## config.mk

```make
export PLATFORM = sky130hd
export DESIGN_NAME = csa_resolve
export DESIGN_NICKNAME = d
export VERILOG_FILES = /design/src/rtl/csa_resolve.sv
export SDC_FILE = /design/constraint.sdc
export NUM_CORES = 1
export LEC_CHECK = 0
export BUFFER_PORTS_ARGS = -buffer_cell sky130_fd_sc_hd__buf_4
export CORE_MARGIN = 10
export CORE_UTILIZATION = 46
export CTS_CLUSTER_SIZE = 28
export DETAILED_ROUTE_END_ITERATION = 16
export HOLD_SLACK_MARGIN = 0.05
export PLACE_DENSITY = 0.7
export SYNTH_ARGS = -nofsm -noshare
export SYNTH_HDL_FRONTEND = slang
export SYNTH_SLANG_ARGS = --single-unit
```

## constraint.sdc

```tcl
create_clock -name clk -period 2.3 [get_ports clk]
set_input_delay 0.23 -clock clk [delete_from_list [all_inputs] [get_ports clk]]
set_output_delay 0.23 -clock clk [all_outputs]
set_load 0.05 [all_outputs]
```

## src/rtl/csa_resolve.sv

```systemverilog
// csa_resolve: two-stage carry-propagate resolver turning a carry-save pair into a binary sum.
// Defining CSA_RESOLVE_COUT_EN adds the out_cout port carrying the carry out of the MSB.
module csa_resolve #(
  parameter int WIDTH = 32,
  parameter int LO    = WIDTH / 2
) (
  input  logic             clk,
  input  logic             rst_n,
  input  logic             in_valid,
  output logic             in_ready,
  input  logic [WIDTH-1:0] in_s,
  input  logic [WIDTH-1:0] in_c,
  output logic             out_valid,
  input  logic             out_ready,
`ifdef CSA_RESOLVE_COUT_EN
  output logic             out_cout,
`endif
  output logic [WIDTH-1:0] out_sum
);

  localparam int HI = WIDTH - LO;
`ifdef CSA_RESOLVE_COUT_EN
  localparam int HW = HI + 1;
`else
  localparam int HW = HI;
`endif

  logic          s1_valid_r;
  logic [LO-1:0] s1_lo_r;
  logic          s1_cy_r;
  logic [HI-1:0] s1_hs_r;
  logic [HI-1:0] s1_hc_r;

  logic             s2_valid_r;
  logic [WIDTH-1:0] s2_sum_r;
`ifdef CSA_RESOLVE_COUT_EN
  logic             s2_cout_r;
`endif

  logic          adv1_s;
  logic          adv2_s;
  logic          load1_s;
  logic          load2_s;
  logic [LO:0]   lo_sum_s;
  logic [HW-1:0] hi_sum_s;

  // Stage advance conditions; in_ready depends only on stage state and out_ready.
  always_comb begin
    adv2_s  = ~s2_valid_r | out_ready;
    adv1_s  = ~s1_valid_r | adv2_s;
    load1_s = adv1_s & in_valid;
    load2_s = adv2_s & s1_valid_r;
  end

  // Half-width adders: low half from the inputs, high half from stage 1 with its carry-in.
  always_comb begin
    lo_sum_s = (LO+1)'(in_s[LO-1:0]) + (LO+1)'(in_c[LO-1:0]);
    hi_sum_s = HW'(s1_hs_r) + HW'(s1_hc_r) + HW'(s1_cy_r);
  end

  // Stage 1 occupancy: refills from in_valid whenever it is allowed to advance.
  always_ff @(posedge clk or negedge rst_n) begin
    if (!rst_n) begin
      s1_valid_r <= 1'b0;
    end else if (adv1_s) begin
      s1_valid_r <= in_valid;
    end else begin
      s1_valid_r <= s1_valid_r;
    end
  end

  // Stage 1 data: resolved low half, its carry-out and the untouched high halves.
  always_ff @(posedge clk or negedge rst_n) begin
    if (!rst_n) begin
      s1_lo_r <= '0;
      s1_cy_r <= 1'b0;
      s1_hs_r <= '0;
      s1_hc_r <= '0;
    end else if (load1_s) begin
      s1_lo_r <= lo_sum_s[LO-1:0];
      s1_cy_r <= lo_sum_s[LO];
      s1_hs_r <= in_s[WIDTH-1:LO];
      s1_hc_r <= in_c[WIDTH-1:LO];
    end else begin
      s1_lo_r <= s1_lo_r;
      s1_cy_r <= s1_cy_r;
      s1_hs_r <= s1_hs_r;
      s1_hc_r <= s1_hc_r;
    end
  end

  // Stage 2 occupancy: takes whatever stage 1 holds when the consumer makes room.
  always_ff @(posedge clk or negedge rst_n) begin
    if (!rst_n) begin
      s2_valid_r <= 1'b0;
    end else if (adv2_s) begin
      s2_valid_r <= s1_valid_r;
    end else begin
      s2_valid_r <= s2_valid_r;
    end
  end

  // Stage 2 data: full result, held while the consumer stalls.
  always_ff @(posedge clk or negedge rst_n) begin
    if (!rst_n) begin
      s2_sum_r <= '0;
    end else if (load2_s) begin
      s2_sum_r <= {hi_sum_s[HI-1:0], s1_lo_r};
    end else begin
      s2_sum_r <= s2_sum_r;
    end
  end

`ifdef CSA_RESOLVE_COUT_EN
  // Carry out of the MSB travels with the sum it belongs to.
  always_ff @(posedge clk or negedge rst_n) begin
    if (!rst_n) begin
      s2_cout_r <= 1'b0;
    end else if (load2_s) begin
      s2_cout_r <= hi_sum_s[HI];
    end else begin
      s2_cout_r <= s2_cout_r;
    end
  end

  assign out_cout = s2_cout_r;
`endif

  assign in_ready  = adv1_s;
  assign out_valid = s2_valid_r;
  assign out_sum   = s2_sum_r;

endmodule
```

==> flow_summary_export.csv, run 1 <==
group,metric,value,unit
status,outcome,"finished clean",
placed_design,port-buffer-count,101,
pwr,p_comb_frac,0.414,
die,start_util,0.469,
clock_network,clock_latency,350,ps
finish,areaGrowthSynthToFinish,27.7,%
pwr,p_int,3.36,mW
finish,fin_cells,768,
finish,diodes,0,
clock_network,cts_tree,"yes",
synth,synth.area.mux_share,0.00247,
timing,worst_slew_pin_slew,583,ps
synth,yosysWarnings,0,
timing,fmax,452,MHz
synth,yosys.area_share.simple,0.219,
setup_path,cp-start-kind,"register",
synth,synth_top_family_by_area,"simple AND/OR/NAND/NOR gates",
pwr,seqPwrFrac,0.360,
finish,fin_area,0.00583,mm2
synth,avgSynthCellArea,8.78,um2
setup_path,endpoint_kind,"register",
synth,synth_xor_area_frac,0.0403,
pwr,p_clk_frac,0.226,
clock_network,ctsHtreeMaxLevel,3,
grt,grt_pass1_vias,4140,
timing,setup-violations-final,0,
synth,syn_nets,621,
clock_network,cts-buffers-inserted,9,
clock_network,cts_buffer_depth,2,
synth,synthArstFlopShare,1.00,
route,drtAntennaViolNets,0,
pwr,ir_drop,541,uV
die,core-area,0.00973,mm2
placed_design,place_area,0.00554,mm2
route,routed-via-count,4026,
route,wl_per_cell,15.1,um
timing,rsz0062_at_grt,"true",
clock_network,clkSlewWorstSetupHoldPaths,80,ps
timing,maxSlewViolCount,0,
synth,ys_ff_latch,83,
die,io_pins,102,
route,wirelength,11600,um
route,drc_errors,0,
clock_network,root_buffer,"clkbuf_8",
die,rows,36,
synth,syn_area,0.00456,mm2
pwr,power_density,956,mW/mm2
timing,finalClockSkew,7.59,ps
timing,slew_headroom,0.612,
placed_design,hpwlAfterDp,9060,um
timing,worst_slack,89.2,ps
timing,fin_crit_sh,0.961,
min_path,min_path_type,"in2reg",
grt,grt.overflow.total,0,
placed_design,gp_congestion,0.895,
synth,ys_types,50,
grt,antenna_found_initial,0,
clock_network,clock-sinks,83,
die,fp.dieW,120,um
pwr,netSwitchingFraction,0.397,
finish,layout-drive-gt1-share,0.241,
grt,grt_pass1_wl,20000,um
synth,synth_edf_count,0,
pwr,p_switching,2.21,mW
route,drtIter0Drc,332,
die,die_area,0.0143,mm2
synth,synth-compound-area-share,0.164,
timing,post-route-min-period,2210,ps
synth,synthFlopType,"dfrtp_1",
grt,grt.total_usage,0.165,
placed_design,dp_cells,749,
finish,fin_nets,731,
placed_design,pre_cts_ws,-6.18,ps
timing,hold_viol,0,
setup_path,critical_path_class,"reg2reg",
grt,grt_max_degree,47,
flow_run,drv_cap,0,
route,detail_route.vias_per_cell,5.24,
route,dr.pass1.iters,4,
synth,synth_fa_ha_area_frac,0.0954,
setup_path,crit_path_max_fanout,3,
setup_path,cp.required,2560,ps
pwr,p_leak,2.96,nW
synth,syn_inst,520,
synth,ys_seq_area_frac,0.455,
die,die_y,120,um
setup_path,cp.arrival,2470,ps
worst paths after layout:
kind	start	to	slack (ps)	depth (start not counted)
max reg2reg	s1_hc_r[0]	out_sum[26]	90	9
max	s1_hc_r[0]	out_sum[26]	90	9
min reg2reg	s1_lo_r[0]	out_sum[0]	480	2
min in group asynchronous	rst_n	s1_lo_r[6]	420	2
min	in_s[26]	s1_hs_r[10]	60	3
max in group asynchronous	rst_n	s1_hs_r[2]	1160	3
metrics by stage:
step	hold WS (ps)	setup TNS (ps)	total power, mW	util
5_1_grt	55.5	-39.5	5.91	0.599
3_5_place_dp	272	-6.18	4.32	0.569
3_3_place_gp	266	0	4.28	0.569
4_1_cts	52.8	0	5.59	0.595
2_1_floorplan	-65.6	0	3.55	-
6_report	64.2	0	5.57	0.599
critical path, cell delays in order, from the launching register on:
cell,delay (ps)
dfrtp_1,410
fa_2,410
inv_2,70
fa_2,200
nor2b_2,50
o31a_1,330
o21ai_2,210
a21boi_2,90
o21a_1,170
o31ai_1,180
power groups by stage:
stage / sequential, mW / combinational [mW] / clock (mW)
2_1_floorplan: 2.65 / 0.899 / 0
3_3_place_gp: 2.02 / 2.26 / 0
3_5_place_dp: 2.03 / 2.29 / 0
4_1_cts: 2.01 / 2.30 / 1.28
5_1_grt: 2.06 / 2.51 / 1.35
6_report: 2.01 / 2.31 / 1.26
kinds of logic (layout without fill, tap and decap cells):
| logic type | count (synthesis) | after routing |
|---|---|---|
| fa+ha+maj | 33 | 33 |
| flops | 83 | 83 |
| compound gates | 112 | 112 |
| mux | 1 | 1 |
| buf+inv | 29 | 144 |
| simple gates | 241 | 241 |
| xor+xnor | 21 | 21 |
flip-flops by register name (all words and copies together), names as in the netlist:
register and count:
out_sum 32, out_valid 1, s1_cy_r 1, s1_hc_r 16
s1_hs_r 16, s1_lo_r 16, s1_valid_r 1
cell type report:
cell class                      instances  area [um2]
Fill cell                             874        3900
Inverter                                7        26.3
Multi-Input combinational cell        408        2400
Tap cell                              133         166
Clock buffer                           11         141
Clock inverter                          5         100
Timing Repair Buffer                  121         911
Sequential cell                        83        2080
synthesized netlist by cell type, types with 3 or more instances:
cell      instances  area share
a211oi_1          7       0.012
a21o_1           12       0.020
a21oi_1          16       0.018
a31oi_1           4      0.0055
and2_1            4      0.0055
buf_1             4      0.0033
clkbuf_1         18       0.015
dfrtp_1          83        0.46
fa_1              3       0.013
ha_1             30       0.082
inv_1             7      0.0058
nand2_1         186        0.15
nand2b_1          5      0.0069
nand3_1          10       0.011
nand4_1           6      0.0082
nor2_1           14       0.012
nor3_1            5      0.0055
o211ai_1          5      0.0082
o21a_1            4      0.0066
o21ai_0          36       0.039
o21ai_1           3      0.0033
o21bai_1          5      0.0082
o31ai_1           5      0.0082
xnor2_1          13       0.025
xor2_1            8       0.015
metal layers:
metal	track usage	up-vias	part of all wire
li1	-	1993	-
met1	0.218	1892	0.46
met2	0.259	128	0.46
met3	0.0403	13	0.063
met4	0.0588	0	0.017
met5	0	-	0
layout by cell type, fill, tap and decap left out, types with 2 or more instances in the layout:
cell type  instances
ha_1              30
o21ai_1            2
nand2_1          185
a211oi_1           7
bufinv_16          3
buf_4            120
xor2_1             8
inv_1              6
o21a_1             4
o21ai_0           35
nor2_1            14
o41ai_1            2
nand2b_1           5
o31ai_1            5
fa_2               2
a31oi_1            4
and2_1             4
xnor2_1           13
a21oi_1           16
dfrtp_1           83
a21o_1            12
nor3_1             5
and3_1             2
nand3_1           10
o21ai_2            3
clkbuf_8          10
o21bai_1           5
nand4_1            6
o211ai_1           5
clkinv_2           2
repair_timing:
item | in CTS | in global routing
hold endpoints to repair | 44 | 0
pin swaps | 0 | 5
hold buffers | 1 | 0
resized for setup | 2 | 7
setup buffers | 0 | 2
gates cloned | 0 | 0
endpoints found under the setup margin | 2 | 6
Note: power is estimated with default switching activity, not from simulation.
==> inputs of run 2 (changes only) <==
Settings changed: CORE_ASPECT_RATIO set to 0.9.
==> flow_summary_export.csv, run 2 (synthesis results as in run 1) <==
group,metric,value,unit
setup_path,rrSetupSlack,80,ps
clock_network,ctsHtreeMaxLevel,3,
pwr,power,5.34,mW
setup_path,crit_chain,"fa_2 > inv_1 > fa_1 > nor2b_1 > o31a_1 > o21ai_2 > a31oi_1 > xnor2_1 > o21ai_0",
setup_path,max_stage_delay,410,ps
setup_path,critPathTopFamily,"compound AO/OA/AOI/OAI gates",
die,start_util,0.473,
finish,fin_cells,765,
min_path,min_path_type,"in2reg",
grt,grt_max_degree,49,
setup_path,slowest_stage,"dfrtp_1",
die,die_y,114,um
placed_design,dp_cells,740,
grt,grt_pass1_wl,19600,um
die,io_pins,102,
flow_run,drv_cap,0,
setup_path,crit_path_max_fanout,3,
setup_path,worst-path-buf-inv,1,
die,die_area,0.0143,mm2
timing,hold_viol,0,
clock_network,root_buffer,"clkbuf_8",
route,drtAntennaViolNets,0,
timing,fin_crit_sh,0.965,
setup_path,worstReg2RegEnd,"out_sum[28]",
finish,largest_register_ffs,32,
timing,worst_slew_pin_slew,645,ps
finish,final_common_cell,"nand2_1",
placed_design,hpwlAfterDp,9050,um
min_path,min_to,"s1_hc_r[4]",
grt,grt.total_usage,0.163,
clock_network,cts-buffers-inserted,9,
setup_path,reg2regPathDepth,9,
grt,grt_pass1_vias,3991,
finish,diodes,0,
finish,fin_area,0.00581,mm2
placed_design,place_area,0.00551,mm2
route,drtIter0Drc,299,
finish,layout-drive-gt1-share,0.232,
route,wirelength,11700,um
route,routed-via-count,4010,
clock_network,cts_buffer_depth,2,
timing,fin_tns_setup,0,ps
grt,antenna_found_initial,0,
pwr,p_leak,2.95,nW
setup_path,critical_path_class,"reg2reg",
setup_path,cp-start-kind,"register",
setup_path,cp.required,2530,ps
pwr,power_density,919,mW/mm2
timing,slew_headroom,0.570,
die,core-area,0.00966,mm2
timing,setup-violations-final,0,
setup_path,r2r_start,"s1_cy_r",
pwr,ir_drop,788,uV
placed_design,gp_congestion,0.909,
clock_network,clock_latency,360,ps
placed_design,port-buffer-count,101,
status,outcome,"finished clean",
setup_path,endpoint_kind,"register",
min_path,holdPathStages,3,
setup_path,cp.arrival,2450,ps
route,drc_errors,0,
timing,finalClockSkew,12.4,ps
min_path,hp-start,"in_c[20]",
finish,fin_nets,735,
route,dr.pass1.iters,4,
finish,mostFrequentLayoutCells,"nand2_1, buf_4, dfrtp_1",
clock_network,cts_tree,"yes",
timing,fmax,450,MHz
die,rows,34,
clock_network,clock-sinks,83,
route,detail_route.vias_per_cell,5.24,
timing,maxSlewViolCount,0,
finish,areaGrowthSynthToFinish,27.3,%
timing,post-route-min-period,2220,ps
clock_network,clkSlewWorstSetupHoldPaths,90,ps
finish,final_core_util,0.601,
grt,grt.overflow.total,0,
die,fp.dieW,125,um
route,wl_per_cell,15.3,um
==> run 2: how the worst max path moves through the flow <==
stage,from,endpoint,depth (start not counted)
after floorplan,out_valid,s1_hc_r[0],6
after global placement,in_s[0],s1_cy_r,9
after detailed placement,s1_cy_r,out_sum[24],9
after CTS,s1_cy_r,out_sum[24],9
after global routing,s1_cy_r,out_sum[26],9
final,s1_cy_r,out_sum[28],9
==> run 2: metal layers <==
| metal | track usage | wire length [um] |
|---|---|---|
| met3 | 0.0412 | 773 |
| met5 | 0 | 0 |
| met1 | 0.227 | 5560 |
| met2 | 0.244 | 5180 |
| met4 | 0.0498 | 160 |
==> run 2: per-stage QoR <==
| step | worst slack, ps | hold slack (ps) |
|---|---|---|
| after floorplan | 46.7 | -65.6 |
| after global placement | 47.8 | 299 |
| after detailed placement | -19.8 | 299 |
| after CTS | 31.7 | 50.8 |
| after global routing | -6.83 | 62.0 |
| final | 80.1 | 60.2 |
==> run 2: worst reg2reg max path, cell delays in order (launching register included) <==
cell and delay, ps:
dfrtp_1 410, fa_2 400, inv_1 90, fa_1 190
nor2b_1 70, o31a_1 290, o21ai_2 220, a31oi_1 130
xnor2_1 210, o21ai_0 100
==> run 2: layout make-up <==
cell class	count	area [um2]
repair buffers	125	956
clock buffers	11	151
inverters	7	26.3
well taps	126	158
multi-input cells	408	2390
fillers	870	3850
clock inverters	5	45.0
flip-flops and latches	83	2080
==> run 2: timing repair <==
| action | 4_1_cts | 5_1_grt |
|---|---|---|
| gates resized for setup | 2 | 3 |
| pin swaps | 0 | 2 |
| hold endpoints to repair | 52 | 0 |
| endpoints found under the setup margin | 2 | 5 |
| hold buffers | 7 | 0 |
| setup buffers | 0 | 2 |
==> run 2: power breakdown <==
group	switching (mW)	internal, mW
Combinational	1.49	0.816
Sequential	0.211	1.79
Clock	0.561	0.467
==> inputs of run 3 (changes only) <==
Settings changed: MAX_ROUTING_LAYER set to met4.
==> flow_summary_export.csv, run 3 (synthesis results as in run 1) <==
group,metric,value,unit
timing,worst_slew_pin_slew,639,ps
die,rows,34,
min_path,hp-start,"in_c[20]",
finish,largest_register_ffs,32,
setup_path,worstReg2RegEnd,"out_sum[28]",
clock_network,clock_latency,360,ps
grt,grt_pass1_wl,19600,um
timing,slew_headroom,0.574,
die,start_util,0.473,
die,core-area,0.00966,mm2
status,outcome,"finished clean",
route,drtIter0Drc,312,
timing,finalClockSkew,12.9,ps
die,fp.dieW,125,um
flow_run,drv_cap,0,
timing,fmax,451,MHz
finish,fin_nets,735,
finish,fillers,870,
setup_path,cp.required,2530,ps
grt,antenna_found_initial,0,
timing,hold_viol,0,
setup_path,reg2regPathDepth,9,
placed_design,gp_congestion,0.925,
route,wirelength,11700,um
setup_path,cp-start-kind,"register",
placed_design,port-buffer-count,101,
finish,fin_area,0.00581,mm2
grt,grt.overflow.total,0,
pwr,power_density,918,mW/mm2
placed_design,place_area,0.00551,mm2
pwr,p_leak,2.95,nW
min_path,min_to,"s1_hc_r[4]",
setup_path,cp.arrival,2450,ps
route,drc_errors,0,
timing,fin_crit_sh,0.965,
die,io_pins,102,
setup_path,endpoint_kind,"register",
grt,grt_pass1_vias,3988,
timing,fin_tns_setup,0,ps
clock_network,cts_tree,"yes",
clock_network,cts_buffer_depth,2,
route,dr.pass1.iters,4,
finish,mostFrequentLayoutCells,"nand2_1, buf_4, dfrtp_1",
clock_network,root_buffer,"clkbuf_8",
pwr,ir_drop,788,uV
route,routed-via-count,3984,
route,wl_per_cell,15.2,um
finish,layout-drive-gt1-share,0.232,
setup_path,crit_path_max_fanout,3,
die,die_area,0.0143,mm2
setup_path,critical_path_class,"reg2reg",
setup_path,r2r_start,"s1_cy_r",
clock_network,cts-buffers-inserted,9,
timing,post-route-min-period,2220,ps
finish,diodes,0,
setup_path,rrSetupSlack,80,ps
grt,grt_max_degree,49,
min_path,min_path_type,"in2reg",
route,drtAntennaViolNets,0,
finish,seqCellArea,0.00208,mm2
clock_network,clkSlewWorstSetupHoldPaths,90,ps
timing,maxSlewViolCount,0,
clock_network,ctsHtreeMaxLevel,3,
finish,multi_input_area,0.00239,mm2
grt,grt.total_usage,0.169,
min_path,holdPathStages,3,
placed_design,hpwlAfterDp,9050,um
die,die_y,114,um
clock_network,clock-sinks,83,
finish,final_common_cell,"nand2_1",
finish,areaGrowthSynthToFinish,27.3,%
timing,setup-violations-final,0,
route,detail_route.vias_per_cell,5.21,
run 3: cell counts in the layout (fill, tap and decap cells not counted):
No cell type changed its count.
run 3: stage by stage:
step | power, mW | worst slack [ps] | cells | utilization | hold slack (ps)
after global routing | 5.69 | -7.17 | 765 | 0.601 | 58.3
after CTS | 5.38 | 31.7 | 763 | 0.599 | 50.8
after detailed placement | 4.33 | -19.8 | 740 | 0.571 | 299
after floorplan | 3.55 | 46.7 | 520 | - | -65.6
final | 5.33 | 80.7 | 765 | 0.601 | 61.6
after global placement | 4.28 | 47.8 | 740 | 0.571 | 299
run 3: final cells by class:
class                      count  share of cell area
tap                          126              0.0271
sequential                    83               0.358
clock buffer                  11              0.0261
clock inverter                 5             0.00776
multi-input combinational    408               0.412
timing repair buffer         125               0.165
inverter                       7             0.00452
run 3: worst max-delay path by stage:
stage	from	to	slack (ps)	depth (start not counted)
floorplan	out_valid	s1_hc_r[0]	50	6
finish	s1_cy_r	out_sum[28]	80	9
detailed placement	s1_cy_r	out_sum[24]	-20	9
global placement	in_s[0]	s1_cy_r	50	9
global route	s1_cy_r	out_sum[26]	-7	9
CTS	s1_cy_r	out_sum[24]	30	9
run 3: repair_timing:
item / CTS / global route
endpoints found under the setup margin: 2 / 5
resized for setup: 2 / 3
setup buffers: 0 / 2
pin swaps: 0 / 2
endpoints found under the hold margin: 52 / 0
hold buffers: 7 / 0
run 3: routing by layer:
layer	vias up	GRT usage	part of all wire	routed length, um
met2	116	0.246	0.45	5200
li1	2013	-	-	-
met3	9	0.0375	0.061	716
met4	0	0.0460	0.010	121
met5	-	-	0	0
met1	1846	0.231	0.48	5620
run 3: worst max-delay path: stages, from the launching register on:
cell	delay, ps
dfrtp_1	410
fa_2	400
inv_1	90
fa_1	190
nor2b_1	70
o31a_1	290
o21ai_2	220
a31oi_1	130
xnor2_1	210
o21ai_0	100
run 3: power by group:
part           switching, mW  internal, mW
sequential             0.211          1.79
clock                  0.556         0.467
combinational           1.49         0.816
